$ cat src/rtl/traffic_analyzer_gmii_defines.v
// Shared constants for the GMII traffic analyser and the register block that will sit on top of it.
// The analyser package carries the same values; keep the two in step.
`ifndef TRAFFIC_ANALYZER_GMII_DEFINES_V
`define TRAFFIC_ANALYZER_GMII_DEFINES_V

`define TA_GMII_ST_IDLE          2'd0
`define TA_GMII_ST_PREAMBLE      2'd1
`define TA_GMII_ST_DATA          2'd2
`define TA_GMII_ST_DROP          2'd3

`define TA_GMII_PREAMBLE_BYTE    8'h55
`define TA_GMII_SFD_BYTE         8'hD5

`define TA_GMII_CRC_RESIDUE      32'hC704DD7B

`define TA_GMII_MIN_FRAME_SIZE   64
`define TA_GMII_MAX_FRAME_SIZE   1518

`endif

$ cat src/rtl/traffic_analyzer_gmii_pkg.sv
// Constants, frame classes and helpers shared by the GMII traffic analyser.
package traffic_analyzer_gmii_pkg;

    localparam logic [1:0] ST_IDLE     = 2'd0;
    localparam logic [1:0] ST_PREAMBLE = 2'd1;
    localparam logic [1:0] ST_DATA     = 2'd2;
    localparam logic [1:0] ST_DROP     = 2'd3;

    localparam logic [7:0]  PREAMBLE_BYTE = 8'h55;
    localparam logic [7:0]  SFD_BYTE      = 8'hD5;
    localparam logic [31:0] CRC_INIT      = 32'hFFFFFFFF;
    localparam logic [31:0] CRC_POLY      = 32'hEDB88320;
    localparam logic [31:0] CRC_RESIDUE   = 32'hC704DD7B;

    localparam int DEF_MIN_FRAME_SIZE = 64;
    localparam int DEF_MAX_FRAME_SIZE = 1518;

    typedef enum logic [2:0] {
        CLS_GOOD,
        CLS_BAD_FCS,
        CLS_RUNT,
        CLS_OVERSIZE,
        CLS_ERROR
    } frame_class_e;

    // The residue constant is in normal bit order; the CRC register runs reflected.
    function automatic logic [31:0] bit_rev32(input logic [31:0] v);
        logic [31:0] r;
        for (int i = 0; i < 32; i++) begin
            r[i] = v[31-i];
        end
        return r;
    endfunction

endpackage

$ cat src/rtl/traffic_analyzer_gmii_if.sv
// GMII receive bundle: the PHY side drives, the analyser listens.
interface traffic_analyzer_gmii_if;
    logic [7:0] gmii_d;
    logic       gmii_dv;
    logic       gmii_er;

    modport master (output gmii_d, output gmii_dv, output gmii_er);
    modport slave  (input  gmii_d, input  gmii_dv, input  gmii_er);
endinterface

$ cat src/rtl/traffic_analyzer_gmii_crc32.sv
// Combinational one-byte update of the reflected Ethernet CRC-32, data LSB first.
module crc32_gmii
    import traffic_analyzer_gmii_pkg::*;
(
    input  logic [31:0] crc_in,
    input  logic [7:0]  data,
    output logic [31:0] crc_out
);

    always_comb begin
        logic [31:0] c;
        c = crc_in;
        for (int i = 0; i < 8; i++) begin
            if (c[0] ^ data[i]) begin
                c = (c >> 1) ^ CRC_POLY;
            end else begin
                c = c >> 1;
            end
        end
        crc_out = c;
    end

endmodule

$ cat src/rtl/traffic_analyzer_gmii.sv
// GMII receive traffic analyser: frames are delineated, classified and counted, with
// SFD timestamps and inter-frame gap statistics.
//
// state    | meaning
// IDLE     | waiting for data valid to rise
// PREAMBLE | consuming 0x55 bytes until the SFD
// DATA     | counting frame bytes and running the CRC
// DROP     | discarding an ignored or malformed frame until data valid falls
module traffic_analyzer_gmii
    import traffic_analyzer_gmii_pkg::*;
#(
    parameter int C_MIN_FRAME_SIZE = DEF_MIN_FRAME_SIZE,
    parameter int C_MAX_FRAME_SIZE = DEF_MAX_FRAME_SIZE
) (
    input  logic                    clk,
    input  logic                    rst,
    traffic_analyzer_gmii_if.slave  gmii,
    input  logic [47:0]             sec,
    input  logic [29:0]             nsec,
    input  logic                    enable,
    input  logic                    clear,
    output logic [31:0]             good_frames,
    output logic [31:0]             bad_fcs_frames,
    output logic [31:0]             runt_frames,
    output logic [31:0]             oversize_frames,
    output logic [31:0]             error_frames,
    output logic [63:0]             rx_bytes,
    output logic [15:0]             last_frame_size,
    output logic [47:0]             last_ts_sec,
    output logic [29:0]             last_ts_nsec,
    output logic [31:0]             last_gap,
    output logic [31:0]             min_gap,
    output logic                    frame_valid
);

    localparam logic [15:0] MIN_LEN = 16'(C_MIN_FRAME_SIZE);
    localparam logic [15:0] MAX_LEN = 16'(C_MAX_FRAME_SIZE);
    localparam logic [15:0] LEN_MAX = 16'hFFFF;
    localparam logic [31:0] GAP_MAX = 32'hFFFFFFFF;

    logic [7:0]   d_q, d_d;
    logic         dv_q, dv_d;
    logic         er_q, er_d;
    logic         in_vld_q, in_vld_d;
    logic         dvp_q, dvp_d;
    logic [1:0]   state_q, state_d;
    logic [15:0]  len_q, len_d;
    logic [31:0]  crc_q, crc_d;
    logic         err_q, err_d;
    logic [31:0]  gap_q, gap_d;
    logic         seen_q, seen_d;
    logic         pend_q, pend_d;
    frame_class_e pend_cls_q, pend_cls_d;
    logic [15:0]  pend_len_q, pend_len_d;
    logic         pend_size_q, pend_size_d;
    logic [31:0]  good_q, good_d;
    logic [31:0]  bad_fcs_q, bad_fcs_d;
    logic [31:0]  runt_q, runt_d;
    logic [31:0]  over_q, over_d;
    logic [31:0]  error_q, error_d;
    logic [63:0]  rx_bytes_q, rx_bytes_d;
    logic [15:0]  last_size_q, last_size_d;
    logic [47:0]  ts_sec_q, ts_sec_d;
    logic [29:0]  ts_nsec_q, ts_nsec_d;
    logic [31:0]  last_gap_q, last_gap_d;
    logic [31:0]  min_gap_q, min_gap_d;
    logic         fv_q, fv_d;

    logic [31:0]  crc_next;
    logic         dv_rise;
    frame_class_e cls_now;

    crc32_gmii u_crc (
        .crc_in  (crc_q),
        .data    (d_q),
        .crc_out (crc_next)
    );

    assign dv_rise = dv_q & ~dvp_q;

    always_comb begin
        if (err_q) begin
            cls_now = CLS_ERROR;
        end else if (len_q < MIN_LEN) begin
            cls_now = CLS_RUNT;
        end else if (len_q > MAX_LEN) begin
            cls_now = CLS_OVERSIZE;
        end else if (bit_rev32(crc_q) != CRC_RESIDUE) begin
            cls_now = CLS_BAD_FCS;
        end else begin
            cls_now = CLS_GOOD;
        end
    end

    always_comb begin
        d_d         = gmii.gmii_d;
        dv_d        = gmii.gmii_dv;
        er_d        = gmii.gmii_er;
        in_vld_d    = 1'b1;
        // Until the input registers hold a real sample, dv is treated as already high so a
        // frame still in flight at reset release is not mistaken for a new one.
        dvp_d       = in_vld_q ? dv_q : 1'b1;
        state_d     = state_q;
        len_d       = len_q;
        crc_d       = crc_q;
        err_d       = err_q;
        gap_d       = gap_q;
        seen_d      = seen_q;
        pend_d      = 1'b0;
        pend_cls_d  = pend_cls_q;
        pend_len_d  = pend_len_q;
        pend_size_d = pend_size_q;
        good_d      = good_q;
        bad_fcs_d   = bad_fcs_q;
        runt_d      = runt_q;
        over_d      = over_q;
        error_d     = error_q;
        rx_bytes_d  = rx_bytes_q;
        last_size_d = last_size_q;
        ts_sec_d    = ts_sec_q;
        ts_nsec_d   = ts_nsec_q;
        last_gap_d  = last_gap_q;
        min_gap_d   = min_gap_q;
        fv_d        = 1'b0;

        if (!dv_q && gap_q != GAP_MAX) begin
            gap_d = gap_q + 32'd1;
        end

        case (state_q)
            ST_IDLE: begin
                if (dv_rise) begin
                    gap_d = '0;
                    if (enable) begin
                        state_d = ST_PREAMBLE;
                        err_d   = er_q;
                        seen_d  = 1'b1;
                        if (seen_q) begin
                            last_gap_d = gap_q;
                            if (gap_q < min_gap_q) begin
                                min_gap_d = gap_q;
                            end
                        end
                    end else begin
                        state_d = ST_DROP;
                    end
                end
            end
            ST_PREAMBLE: begin
                if (!dv_q) begin
                    state_d     = ST_IDLE;
                    pend_d      = 1'b1;
                    pend_cls_d  = CLS_ERROR;
                    pend_size_d = 1'b0;
                end else if (d_q == SFD_BYTE) begin
                    state_d   = ST_DATA;
                    err_d     = err_q | er_q;
                    ts_sec_d  = sec;
                    ts_nsec_d = nsec;
                    len_d     = '0;
                    crc_d     = CRC_INIT;
                end else if (d_q != PREAMBLE_BYTE) begin
                    state_d     = ST_DROP;
                    pend_d      = 1'b1;
                    pend_cls_d  = CLS_ERROR;
                    pend_size_d = 1'b0;
                end else begin
                    err_d = err_q | er_q;
                end
            end
            ST_DATA: begin
                if (dv_q) begin
                    crc_d = crc_next;
                    err_d = err_q | er_q;
                    if (len_q != LEN_MAX) begin
                        len_d = len_q + 16'd1;
                    end
                end else begin
                    state_d     = ST_IDLE;
                    pend_d      = 1'b1;
                    pend_cls_d  = cls_now;
                    pend_len_d  = len_q;
                    pend_size_d = 1'b1;
                end
            end
            default: begin
                if (!dv_q) begin
                    state_d = ST_IDLE;
                end
            end
        endcase

        // Statistics stage: one cycle behind classification; clear wins over a pending frame.
        if (clear) begin
            good_d      = '0;
            bad_fcs_d   = '0;
            runt_d      = '0;
            over_d      = '0;
            error_d     = '0;
            rx_bytes_d  = '0;
            last_size_d = '0;
            ts_sec_d    = '0;
            ts_nsec_d   = '0;
            last_gap_d  = '0;
            min_gap_d   = GAP_MAX;
            seen_d      = 1'b0;
        end else if (pend_q) begin
            fv_d = 1'b1;
            if (pend_size_q) begin
                last_size_d = pend_len_q;
            end
            case (pend_cls_q)
                CLS_GOOD: begin
                    good_d     = good_q + 32'd1;
                    rx_bytes_d = rx_bytes_q + 64'(pend_len_q);
                end
                CLS_BAD_FCS:  bad_fcs_d = bad_fcs_q + 32'd1;
                CLS_RUNT:     runt_d    = runt_q + 32'd1;
                CLS_OVERSIZE: over_d    = over_q + 32'd1;
                default:      error_d   = error_q + 32'd1;
            endcase
        end
    end

    always_ff @(posedge clk or posedge rst) begin
        if (rst) begin
            d_q         <= '0;
            dv_q        <= 1'b0;
            er_q        <= 1'b0;
            in_vld_q    <= 1'b0;
            dvp_q       <= 1'b1;
            state_q     <= ST_IDLE;
            len_q       <= '0;
            crc_q       <= CRC_INIT;
            err_q       <= 1'b0;
            gap_q       <= '0;
            seen_q      <= 1'b0;
            pend_q      <= 1'b0;
            pend_cls_q  <= CLS_GOOD;
            pend_len_q  <= '0;
            pend_size_q <= 1'b0;
            good_q      <= '0;
            bad_fcs_q   <= '0;
            runt_q      <= '0;
            over_q      <= '0;
            error_q     <= '0;
            rx_bytes_q  <= '0;
            last_size_q <= '0;
            ts_sec_q    <= '0;
            ts_nsec_q   <= '0;
            last_gap_q  <= '0;
            min_gap_q   <= GAP_MAX;
            fv_q        <= 1'b0;
        end else begin
            d_q         <= d_d;
            dv_q        <= dv_d;
            er_q        <= er_d;
            in_vld_q    <= in_vld_d;
            dvp_q       <= dvp_d;
            state_q     <= state_d;
            len_q       <= len_d;
            crc_q       <= crc_d;
            err_q       <= err_d;
            gap_q       <= gap_d;
            seen_q      <= seen_d;
            pend_q      <= pend_d;
            pend_cls_q  <= pend_cls_d;
            pend_len_q  <= pend_len_d;
            pend_size_q <= pend_size_d;
            good_q      <= good_d;
            bad_fcs_q   <= bad_fcs_d;
            runt_q      <= runt_d;
            over_q      <= over_d;
            error_q     <= error_d;
            rx_bytes_q  <= rx_bytes_d;
            last_size_q <= last_size_d;
            ts_sec_q    <= ts_sec_d;
            ts_nsec_q   <= ts_nsec_d;
            last_gap_q  <= last_gap_d;
            min_gap_q   <= min_gap_d;
            fv_q        <= fv_d;
        end
    end

    assign good_frames     = good_q;
    assign bad_fcs_frames  = bad_fcs_q;
    assign runt_frames     = runt_q;
    assign oversize_frames = over_q;
    assign error_frames    = error_q;
    assign rx_bytes        = rx_bytes_q;
    assign last_frame_size = last_size_q;
    assign last_ts_sec     = ts_sec_q;
    assign last_ts_nsec    = ts_nsec_q;
    assign last_gap        = last_gap_q;
    assign min_gap         = min_gap_q;
    assign frame_valid     = fv_q;

endmodule

$ cat src/flat_wrapper.sv
// flat-port wrapper written by rule: the top's interface ports become plain ports
module traffic_analyzer_gmii_flat import traffic_analyzer_gmii_pkg::*;
#(
    parameter int C_MIN_FRAME_SIZE = DEF_MIN_FRAME_SIZE,
    parameter int C_MAX_FRAME_SIZE = DEF_MAX_FRAME_SIZE
)
  (clk, rst, sec, nsec, enable, clear, good_frames, bad_fcs_frames, runt_frames, oversize_frames, error_frames, rx_bytes, last_frame_size, last_ts_sec, last_ts_nsec, last_gap, min_gap, frame_valid, gmii_gmii_d, gmii_gmii_dv, gmii_gmii_er);
  traffic_analyzer_gmii_if gmii_i ();
  input  logic clk;
  input  logic rst;
  input  logic [47:0] sec;
  input  logic [29:0] nsec;
  input  logic enable;
  input  logic clear;
  output logic [31:0] good_frames;
  output logic [31:0] bad_fcs_frames;
  output logic [31:0] runt_frames;
  output logic [31:0] oversize_frames;
  output logic [31:0] error_frames;
  output logic [63:0] rx_bytes;
  output logic [15:0] last_frame_size;
  output logic [47:0] last_ts_sec;
  output logic [29:0] last_ts_nsec;
  output logic [31:0] last_gap;
  output logic [31:0] min_gap;
  output logic frame_valid;
  input wire logic [$bits(gmii_i.gmii_d)-1:0] gmii_gmii_d;
  input wire logic [$bits(gmii_i.gmii_dv)-1:0] gmii_gmii_dv;
  input wire logic [$bits(gmii_i.gmii_er)-1:0] gmii_gmii_er;
  assign gmii_i.gmii_d = gmii_gmii_d;
  assign gmii_i.gmii_dv = gmii_gmii_dv;
  assign gmii_i.gmii_er = gmii_gmii_er;
  traffic_analyzer_gmii #(.C_MIN_FRAME_SIZE(C_MIN_FRAME_SIZE), .C_MAX_FRAME_SIZE(C_MAX_FRAME_SIZE)) u_core (.clk(clk), .rst(rst), .gmii(gmii_i), .sec(sec), .nsec(nsec), .enable(enable), .clear(clear), .good_frames(good_frames), .bad_fcs_frames(bad_fcs_frames), .runt_frames(runt_frames), .oversize_frames(oversize_frames), .error_frames(error_frames), .rx_bytes(rx_bytes), .last_frame_size(last_frame_size), .last_ts_sec(last_ts_sec), .last_ts_nsec(last_ts_nsec), .last_gap(last_gap), .min_gap(min_gap), .frame_valid(frame_valid));
endmodule
$ cat config.mk
export PLATFORM = sky130hd
export DESIGN_NAME = traffic_analyzer_gmii_flat
export DESIGN_NICKNAME = d
export VERILOG_FILES = /design/src/rtl/traffic_analyzer_gmii_defines.v /design/src/rtl/traffic_analyzer_gmii_pkg.sv /design/src/rtl/traffic_analyzer_gmii_if.sv /design/src/rtl/traffic_analyzer_gmii_crc32.sv /design/src/rtl/traffic_analyzer_gmii.sv /design/src/flat_wrapper.sv
export SDC_FILE = /design/constraint.sdc
export NUM_CORES = 1
export LEC_CHECK = 0
export BUFFER_PORTS_ARGS = -buffer_cell sky130_fd_sc_hd__buf_2
export CAP_MARGIN = 40
export CORE_MARGIN = 4
export CORE_UTILIZATION = 51
export DETAILED_ROUTE_END_ITERATION = 10
export GPL_ROUTABILITY_DRIVEN = 1
export PLACE_DENSITY = 0.76
export SYNTH_ARGS = -nofsm -noshare
export SYNTH_HDL_FRONTEND = slang
export SYNTH_SLANG_ARGS = --single-unit
export TNS_END_PERCENT = 50
$ cat constraint.sdc
create_clock -name clk -period 16.8 [get_ports clk]
set_input_delay 3.36 -clock clk [delete_from_list [all_inputs] [get_ports clk]]
set_output_delay 3.36 -clock clk [all_outputs]
set_load 0.1 [all_outputs]
==> impl_metrics.prom, run 1 <==
# TYPE chip_impl_metric gauge
chip_impl_info{name="critical-path-top-cell-by-count",value="buf_4"} 1
chip_impl_metric{name="route.final.wire_length",unit="µm"} 69870
chip_impl_metric{name="fin_ws",unit="ns"} 10.23
chip_impl_info{name="outcome",value="finished, final reports clean"} 1
chip_impl_metric{name="setup_viol",unit=""} 0
chip_impl_metric{name="final-hold-violation-count",unit=""} 0
chip_impl_metric{name="design.core.area",unit="µm²"} 48850
chip_impl_info{name="setup.worst_path.end_class",value="flop"} 1
chip_impl_metric{name="ys_warn_count",unit=""} 0
chip_impl_metric{name="synth_seq_area_share",unit="%"} 50.01
chip_impl_metric{name="cp_data_required_time",unit="ns"} 17.31
chip_impl_info{name="worstHoldPathType",value="flop to flop"} 1
chip_impl_metric{name="layout_min_cycle_time",unit="ns"} 6.571
chip_impl_metric{name="number_of_global_route_vias_before_repair",unit=""} 21170
chip_impl_metric{name="cts-root-to-sink-buffers",unit=""} 3
chip_impl_metric{name="total_negative_setup_slack",unit="ns"} 0
chip_impl_info{name="cp_cell_sequence",value="buf_8, buf_4, buf_4, buf_4, o2111ai_2, nor3_2, nand2_1, or3_1, a21oi_1"} 1
chip_impl_metric{name="synth_enable_flop_cells",unit=""} 0
chip_impl_metric{name="timing.critical_path.arrival",unit="ns"} 7.08
chip_impl_metric{name="synthDistinctLibCells",unit=""} 86
chip_impl_metric{name="timing.final.max_slew_violations",unit=""} 0
chip_impl_metric{name="critPathMaxFanout",unit=""} 123
chip_impl_metric{name="max_slew_headroom",unit="%"} 23.55
chip_impl_metric{name="numClockSinks",unit=""} 500
chip_impl_metric{name="met1_length",unit="µm"} 29240
chip_impl_metric{name="critPathMaxStageDelay",unit="ns"} 0.78
chip_impl_metric{name="grt.overflow.total",unit=""} 0
chip_impl_metric{name="ios",unit=""} 475
chip_impl_metric{name="cp.buffers_inverters",unit=""} 4
chip_impl_metric{name="async_flop_share",unit="%"} 100.0
chip_impl_metric{name="timing.clock.skew",unit="ns"} 0.02147
chip_impl_metric{name="gp_routability_congestion",unit=""} 0.9357
chip_impl_metric{name="io_buffer_count",unit=""} 474
chip_impl_metric{name="starting_density",unit="%"} 51.55
chip_impl_metric{name="synth.net_count",unit=""} 2824
chip_impl_metric{name="cts_inserted_buffers",unit=""} 53
chip_impl_metric{name="vias_per_cell",unit=""} 5.697
chip_impl_metric{name="clock_latency",unit="ns"} 0.60
chip_impl_metric{name="synthesis.area_per_instance",unit="µm²"} 9.424
chip_impl_metric{name="fmaxAchievable",unit="GHz"} 0.1522
chip_impl_metric{name="groute.usage.overall",unit="%"} 25.72
chip_impl_metric{name="finalNetCount",unit=""} 3248
chip_impl_metric{name="detail-route-antenna-nets",unit=""} 0
chip_impl_metric{name="fp.dieArea",unit="µm²"} 52990
chip_impl_metric{name="post_route_cells_drive_above_1_share",unit="%"} 22.68
chip_impl_metric{name="grt_start_max_net_pins",unit=""} 188
chip_impl_metric{name="drv.max_cap_violation_count",unit=""} 0
chip_impl_metric{name="post-cts-setup-buffers",unit=""} 0
chip_impl_info{name="critPathLaunchType",value="primary input"} 1
chip_impl_metric{name="static-leakage-power",unit="µW"} 0.01440
chip_impl_metric{name="detailedRoute.firstIterationViolations",unit=""} 2130
chip_impl_metric{name="post-route-period-util",unit="%"} 39.11
chip_impl_metric{name="dr_wl_met2",unit="µm"} 33210
chip_impl_metric{name="total_power",unit="µW"} 3238
chip_impl_metric{name="power_density",unit="nW/µm²"} 107.9
chip_impl_metric{name="synth-seq-cells",unit=""} 500
chip_impl_metric{name="syn_to_final_growth",unit="%"} 19.21
chip_impl_info{name="dr.max_layer_used",value="met5"} 1
chip_impl_info{name="crit_path_top_delay_cell",value="buf_4"} 1
chip_impl_metric{name="wire_per_inst",unit="µm"} 18.37
chip_impl_metric{name="wire_length_of_the_first_global_routing_pass",unit="µm"} 113400
chip_impl_info{name="critical_path_class",value="primary input to flop"} 1
chip_impl_metric{name="antenna_diodes",unit=""} 0
chip_impl_metric{name="detailedPlace.worstSlack",unit="ns"} 9.625
chip_impl_metric{name="route.vias.total",unit=""} 21670
chip_impl_metric{name="timing_worst_slew_pin_value",unit="ns"} 1.147
chip_impl_metric{name="post_cts_hold_buffer_count",unit=""} 0
chip_impl_metric{name="post-route-drc-count",unit=""} 0
chip_impl_metric{name="cts_resized",unit=""} 0
chip_impl_metric{name="synth_cells",unit=""} 2672
chip_impl_metric{name="hpwlAfterDp",unit="µm"} 49560
chip_impl_info{name="synth_flop_cell",value="dfrtp_1"} 1
chip_impl_metric{name="drt_first_pass_iters",unit=""} 5
chip_impl_metric{name="clock_tree.htree_level_count",unit=""} 2
chip_impl_metric{name="floorplan.die.height",unit="µm"} 230.2
chip_impl_metric{name="row_count",unit=""} 81
chip_impl_info{name="worst_path_dominant_cell_family",value="buffers and inverters"} 1
chip_impl_info{name="cts-root-buf",value="clkbuf_16"} 1
chip_impl_metric{name="worst_setup_hold_path_clk_slew",unit="ns"} 0.06
chip_impl_metric{name="grt_antenna_before_repair",unit=""} 1
chip_impl_info{name="grt_setup_unrepaired",value="no"} 1
chip_impl_metric{name="irDropWorstVdd",unit="mV"} 0.1071
chip_impl_metric{name="met3_wirelength",unit="µm"} 5265
chip_impl_metric{name="floorplan.die.width",unit="µm"} 230.2
chip_impl_info{name="clock_tree_from_tritoncts",value="built"} 1
chip_impl_metric{name="synth.cell_area",unit="µm²"} 25180
worst reg2reg max path, stage by stage, from the launching register on:
cell      delay (ns)
dfrtp_1         0.41
ha_1            0.25
fa_1            0.42
a21o_1          0.24
a221oi_2        0.46
a211oi_2        0.24
nor3_1          0.41
buf_2           0.28
nor4b_1         0.09
mux2_2          0.30
cell usage in the layout (no fill, tap or decap), types with 8 or more instances in the layout:
master / n
o22a_1: 15
nand4_1: 75
clkinv_2: 12
and4_1: 25
nand2_1: 443
o31ai_1: 28
nand3_1: 90
ha_1: 59
dfrtp_1: 435
or2_2: 8
o21ai_0: 62
mux2i_1: 38
nor2b_1: 20
buf_2: 474
a31oi_1: 20
and2_1: 13
a21oi_1: 223
clkbuf_1: 10
nor4b_1: 8
or4_1: 28
clkbuf_8: 13
mux2_2: 14
a21o_1: 15
nor3_1: 29
nor2_1: 298
and3_1: 47
xor2_1: 143
clkbuf_16: 53
inv_1: 61
xnor2_1: 102
buf_4: 21
dfstp_2: 65
nor4_1: 20
or3_1: 42
cells in the mapped netlist (7+ instances only):
| cell | number | share of area (%) |
|---|---|---|
| or3_1 | 42 | 1.0 |
| a21oi_1 | 223 | 4.4 |
| xor2_1 | 143 | 5.0 |
| nor2_1 | 299 | 4.5 |
| nor3_1 | 29 | 0.58 |
| and2_1 | 13 | 0.32 |
| and4_1 | 25 | 0.87 |
| ha_1 | 59 | 2.9 |
| nand2_1 | 443 | 6.6 |
| or4_1 | 28 | 0.83 |
| o31ai_1 | 28 | 0.83 |
| o22a_1 | 15 | 0.52 |
| and3_1 | 47 | 1.2 |
| mux2i_1 | 38 | 1.5 |
| nor2b_1 | 20 | 0.50 |
| nand4_1 | 75 | 1.9 |
| nor4b_1 | 8 | 0.28 |
| o211ai_1 | 7 | 0.21 |
| or2_2 | 8 | 0.20 |
| a31oi_1 | 20 | 0.50 |
| mux2_2 | 14 | 0.63 |
| o21ai_0 | 62 | 1.2 |
| inv_1 | 62 | 0.92 |
| dfrtp_1 | 435 | 43 |
| xnor2_1 | 102 | 3.5 |
| nand3_1 | 91 | 1.8 |
| clkbuf_1 | 100 | 1.5 |
| dfstp_2 | 65 | 6.8 |
| a21o_1 | 15 | 0.45 |
| nor4_1 | 20 | 0.50 |
| buf_2 | 21 | 0.42 |
registers in the layout (all words and copies together), names as in the netlist, 2 cells and up:
register,flops
u_core.rx_bytes,64
u_core.d_q,8
u_core.crc_q,32
u_core.last_gap,32
u_core.pend_len_q,16
u_core.good_frames,32
u_core.last_frame_size,16
u_core.runt_frames,32
u_core.last_ts_sec,48
u_core.bad_fcs_frames,32
u_core.pend_cls_q,3
u_core.gap_q,32
u_core.error_frames,32
u_core.last_ts_nsec,30
u_core.oversize_frames,32
u_core.state_q,2
u_core.len_q,16
u_core.min_gap,32
worst paths after layout:
| path | start | to | slack [ns] | depth (start not counted) |
|---|---|---|---|---|
| max | clear | u_core.bad_fcs_frames[31]$_DFFE_PP0P_ | 10.23 | 9 |
| min | u_core.in_vld_q$_DFF_PP0_ | u_core.dvp_q$_DFF_PP1_ | 0.40 | 1 |
| max reg2reg | u_core.pend_len_q[0]$_DFFE_PP0P_ | u_core.rx_bytes[56]$_DFFE_PP0P_ | 13.60 | 9 |
| min reg2reg | u_core.in_vld_q$_DFF_PP0_ | u_core.dvp_q$_DFF_PP1_ | 0.40 | 1 |
| max in group asynchronous | rst | u_core.crc_q[22]$_DFFE_PP1P_ | 11.95 | 7 |
| min in group asynchronous | rst | u_core.rx_bytes[40]$_DFFE_PP0P_ | 2.81 | 2 |
metal layers:
layer | vias to the layer above | track usage [%]
met4 | 2 | 8.015
met1 | 10700 | 34.35
met3 | 152 | 6.615
met5 | - | 0
met2 | 735 | 41.50
li1 | 10080 | -
through the flow:
step | hold WS (ns) | utilization, % | area [µm²] | instances
2_1_floorplan | 0.3520 | - | 25180 | 2672
3_3_place_gp | 0.3647 | 57.36 | 28020 | 3697
3_5_place_dp | 0.3703 | 57.68 | 28180 | 3705
4_1_cts | 0.3922 | 61.45 | 30020 | 3803
5_1_grt | 0.4015 | 61.45 | 30020 | 3803
6_report | 0.3952 | 61.45 | 30020 | 3803
kinds of logic after synthesis:
kind of cell               after synthesis  synth area share [%]
and+or+nand+nor                       1191                 22.78
xor gates and xnor gates               246                 8.586
AOI/OAI and AO/OA                      425                 10.29
other                                    1               0.01489
DFF                                    500                 50.01
buffers and inverters                  197                 3.165
muxes                                   52                 2.137
adders and majority gates               60                 3.011
area by class of cell:
type | instances | area (µm²)
Sequential cell | 500 | 12590
Tap cell | 664 | 830.8
Fill cell | 4160 | 18830
Clock buffer | 76 | 1543
Timing Repair Buffer | 503 | 2710
Multi-Input combinational cell | 1975 | 11800
Inverter | 63 | 240.2
Clock inverter | 22 | 296.5
report_power, final:
group	switching (µW)	leakage (µW)	total, µW	internal [µW]
Clock	492	0.000917	1240	744
Sequential	70.8	0.00672	1360	1290
Combinational	392	0.00677	644	252
No activity file was read; power rests on OpenSTA's default activity.
==> inputs of run 2 (changes only) <==
- ABC_AREA: default -> 1
- CORE_UTILIZATION: 51 -> 57
- PLACE_DENSITY: 0.76 -> 0.8
- clock period: 16.8 -> 6.6 ns (I/O delays scaled with it)
==> impl_metrics.prom, run 2 <==
# TYPE chip_impl_metric gauge
chip_impl_metric{name="layout_min_cycle_time",unit="ns"} 3.579
chip_impl_metric{name="post_route_cells_drive_above_1_share",unit="%"} 17.53
chip_impl_info{name="setup.worst_path.end_class",value="flop"} 1
chip_impl_metric{name="grt.overflow.total",unit=""} 0
chip_impl_metric{name="post-cts-setup-buffers",unit=""} 0
chip_impl_info{name="outcome",value="finished, final reports clean"} 1
chip_impl_metric{name="post-route-period-util",unit="%"} 54.23
chip_impl_metric{name="synth.net_count",unit=""} 3823
chip_impl_metric{name="drt_first_pass_iters",unit=""} 7
chip_impl_metric{name="synth_enable_flop_cells",unit=""} 0
chip_impl_info{name="commonest_cells_after_routing_fill_and_taps_aside",value="nand2_1 (915), buf_2 (473), dfrtp_1 (435)"} 1
chip_impl_metric{name="post-route-drc-count",unit=""} 0
chip_impl_metric{name="design.core.area",unit="µm²"} 48050
chip_impl_metric{name="synthDistinctLibCells",unit=""} 60
chip_impl_metric{name="static-leakage-power",unit="µW"} 0.01617
chip_impl_metric{name="wire_length_of_the_first_global_routing_pass",unit="µm"} 137700
chip_impl_metric{name="post_cts_hold_buffer_count",unit=""} 0
chip_impl_metric{name="cell_internal_pwr",unit="µW"} 5731
chip_impl_metric{name="detailedRoute.firstIterationViolations",unit=""} 2671
chip_impl_metric{name="floorplan.die.height",unit="µm"} 229.0
chip_impl_metric{name="timing.final.max_slew_violations",unit=""} 0
chip_impl_metric{name="timing.critical_path.arrival",unit="ns"} 4.11
chip_impl_metric{name="drv.max_cap_violation_count",unit=""} 0
chip_impl_metric{name="row_count",unit=""} 80
chip_impl_info{name="synth_largest_area_cell",value="dfrtp_1"} 1
chip_impl_metric{name="timing.reg2reg.worst_path_depth",unit=""} 12
chip_impl_metric{name="timing_worst_slew_pin_value",unit="ns"} 0.8994
chip_impl_info{name="worst_path_dominant_cell_family",value="simple AND/OR/NAND/NOR gates"} 1
chip_impl_metric{name="grt_antenna_before_repair",unit=""} 0
chip_impl_metric{name="clock_latency",unit="ns"} 0.61
chip_impl_info{name="critical_path.reg2reg.startpoint",value="u_core.state_q[0]$_DFFE_PP0P_"} 1
chip_impl_metric{name="cts_inserted_buffers",unit=""} 54
chip_impl_info{name="synth.cells.most_frequent",value="nand2_1 (916), dfrtp_1 (435), inv_1 (423)"} 1
chip_impl_metric{name="numClockSinks",unit=""} 500
chip_impl_info{name="clock_tree_from_tritoncts",value="built"} 1
chip_impl_metric{name="clock_power_share",unit="%"} 38.2
chip_impl_metric{name="power.net_switching",unit="µW"} 2746
chip_impl_info{name="cp_cell_sequence",value="inv_1, ha_1, inv_1, nor2_4, nand2_1, nor2_2, o2111ai_1, inv_1, nand2_2, nand2_2, nand2_1, nand2_1"} 1
chip_impl_metric{name="route.final.wire_length",unit="µm"} 85180
chip_impl_metric{name="cp.buffers_inverters",unit=""} 3
chip_impl_metric{name="dpl-instance-area",unit="µm²"} 30740
chip_impl_metric{name="worst_setup_hold_path_clk_slew",unit="ns"} 0.06
chip_impl_metric{name="syn_to_final_growth",unit="%"} 17.30
chip_impl_metric{name="synth_cells",unit=""} 3671
chip_impl_info{name="cts-root-buf",value="clkbuf_16"} 1
chip_impl_info{name="worstHoldEndpoint",value="u_core.dvp_q$_DFF_PP1_"} 1
chip_impl_metric{name="detail-route-antenna-nets",unit=""} 0
chip_impl_metric{name="critPathMaxStageDelay",unit="ns"} 0.72
chip_impl_metric{name="synthesis.area_per_instance",unit="µm²"} 7.585
chip_impl_metric{name="fin_ws",unit="ns"} 3.021
chip_impl_metric{name="cts_resized",unit=""} 0
chip_impl_metric{name="hpwlAfterDp",unit="µm"} 63010
chip_impl_info{name="leading_cell_type_in_the_layout_fill_and_taps_excluded",value="nand2_1"} 1
chip_impl_metric{name="layout.cell_area.non_filler",unit="µm²"} 32660
chip_impl_metric{name="hold-path-cell-count",unit=""} 1
chip_impl_metric{name="number_of_global_route_vias_before_repair",unit=""} 25720
chip_impl_info{name="synth_flop_cell",value="dfrtp_1"} 1
chip_impl_metric{name="grt_start_max_net_pins",unit=""} 139
chip_impl_metric{name="starting_density",unit="%"} 57.96
chip_impl_metric{name="fp.dieArea",unit="µm²"} 52450
chip_impl_metric{name="gp_routability_congestion",unit=""} 0.9569
chip_impl_metric{name="groute.usage.overall",unit="%"} 31.69
chip_impl_metric{name="sw_frac_of_total",unit="%"} 32.40
chip_impl_metric{name="io_buffer_count",unit=""} 474
chip_impl_metric{name="max_slew_headroom",unit="%"} 40.04
chip_impl_metric{name="critPathMaxFanout",unit=""} 33
chip_impl_metric{name="ys_warn_count",unit=""} 0
chip_impl_metric{name="synth_seq_area_share",unit="%"} 45.23
chip_impl_metric{name="vias_per_cell",unit=""} 5.715
chip_impl_metric{name="fmaxAchievable",unit="GHz"} 0.2794
chip_impl_metric{name="finalNetCount",unit=""} 4257
chip_impl_metric{name="synth-seq-cells",unit=""} 500
chip_impl_metric{name="num-fill-cells",unit=""} 4054
chip_impl_metric{name="irDropWorstVdd",unit="mV"} 0.3079
chip_impl_metric{name="detailedPlace.worstSlack",unit="ns"} 2.497
chip_impl_metric{name="final-hold-violation-count",unit=""} 0
chip_impl_metric{name="clock_tree.htree_level_count",unit=""} 2
chip_impl_metric{name="wire_per_inst",unit="µm"} 17.88
chip_impl_metric{name="antenna_diodes",unit=""} 0
chip_impl_info{name="worstReg2RegEnd",value="u_core.min_gap[3]$_DFFE_PP1P_"} 1
chip_impl_metric{name="worst-r2r-setup-slack",unit="ns"} 3.02
chip_impl_metric{name="cp_data_required_time",unit="ns"} 7.13
chip_impl_metric{name="largest_register_ffs",unit=""} 64
chip_impl_metric{name="synth_top_area_share",unit="%"} 39.09
chip_impl_metric{name="p_seq_share",unit="%"} 41.1
chip_impl_metric{name="cts-root-to-sink-buffers",unit=""} 3
chip_impl_metric{name="path_depth",unit=""} 12
chip_impl_metric{name="async_flop_share",unit="%"} 100.0
chip_impl_info{name="synth_most_common_cell",value="nand2_1"} 1
chip_impl_metric{name="share_comb_of_total_power",unit="%"} 20.7
chip_impl_info{name="setup.worst_path.start",value="u_core.state_q[0]$_DFFE_PP0P_"} 1
chip_impl_info{name="worstHoldPathType",value="flop to flop"} 1
chip_impl_metric{name="timing.clock.skew",unit="ns"} 0.01814
chip_impl_info{name="grt_setup_unrepaired",value="no"} 1
chip_impl_info{name="crit_path_top_delay_cell",value="nand2_2"} 1
chip_impl_info{name="critPathLaunchType",value="flop"} 1
chip_impl_info{name="critical_path_class",value="flop to flop"} 1
chip_impl_metric{name="ios",unit=""} 475
chip_impl_info{name="hp-start",value="u_core.in_vld_q$_DFF_PP0_"} 1
chip_impl_metric{name="setup_viol",unit=""} 0
chip_impl_metric{name="synth.cell_area",unit="µm²"} 27850
chip_impl_metric{name="route.vias.total",unit=""} 27220
chip_impl_info{name="synth_top_cells_by_area",value="dfrtp_1 (39%), nand2_1 (12%), dfstp_2 (6.1%), nand3_1 (5.9%), inv_1 (5.7%)"} 1
chip_impl_metric{name="total_power",unit="µW"} 8477
chip_impl_metric{name="floorplan.die.width",unit="µm"} 229.0
chip_impl_metric{name="power_density",unit="nW/µm²"} 259.5
run 2: worst reg2reg max path: cells and delay by family, from the launching register on:
kind / cells / cell delay, ns
fa+ha+maj: 1 / 0.35
compound gates: 1 / 0.15
flops: 1 / 0.42
buf+inv: 3 / 0.32
simple gates: 7 / 2.28
run 2: power groups by stage:
stage                     Clock (µW)  Combinational (µW)  Sequential (µW)
after floorplan                    0                1120             3720
final                           3240                1750             3480
after global routing            3420                1950             3500
after detailed placement           0                1730             3530
after global placement             0                1690             3520
after CTS                       3290                1750             3480
run 2: layout make-up:
class / instances / area, µm² / share of cell area, %
Timing Repair Buffer: 492 / 2595 / 7.945
Clock buffer: 72 / 1580 / 4.838
Multi-Input combinational cell: 2620 / 13130 / 40.20
Clock inverter: 27 / 342.8 / 1.050
Inverter: 437 / 1652 / 5.056
Sequential cell: 500 / 12590 / 38.55
Tap cell: 615 / 769.5 / 2.356
run 2: stage by stage:
step	cells	setup TNS [ns]	utilization [%]	hold slack, ns
3_5_place_dp	4664	0	63.98	0.3564
2_1_floorplan	3671	-631.36	-	0.3520
5_1_grt	4763	0	67.98	0.4005
6_report	4763	0	67.98	0.3765
4_1_cts	4763	0	67.98	0.3742
3_3_place_gp	4661	0	63.84	0.3595
run 2: metal layers:
metal,part of all wire (%),up-vias,global-route usage (%)
met5,0,-,0
met4,4.0,0,11.81
met3,8.0,214,5.591
met2,46,1139,50.59
met1,42,12890,43.70
li1,-,12980,-
run 2: logic make-up (layout without fill, tap and decap cells):
family / Yosys count / count (layout) / share of synthesized area (%)
AND/OR/NAND/NOR: 1932 / 1932 / 30.43
other: 1 / 1 / 0.01347
AO/OA/AOI/OAI: 509 / 509 / 10.12
XOR/XNOR: 118 / 118 / 3.860
flip-flops: 500 / 500 / 45.23
buffers and inverters: 551 / 1028 / 7.625
adder cells (fa/ha/maj): 60 / 60 / 2.723
run 2: how the worst max path moves through the flow:
stage,to
3_5_place_dp,u_core.min_gap[23]$_DFFE_PP1P_
4_1_cts,u_core.min_gap[23]$_DFFE_PP1P_
5_1_grt,u_core.min_gap[11]$_DFFE_PP1P_
2_1_floorplan,u_core.bad_fcs_frames[0]$_DFFE_PP0P_
6_report,u_core.min_gap[3]$_DFFE_PP1P_
3_3_place_gp,u_core.last_gap[14]$_DFFE_PP0P_
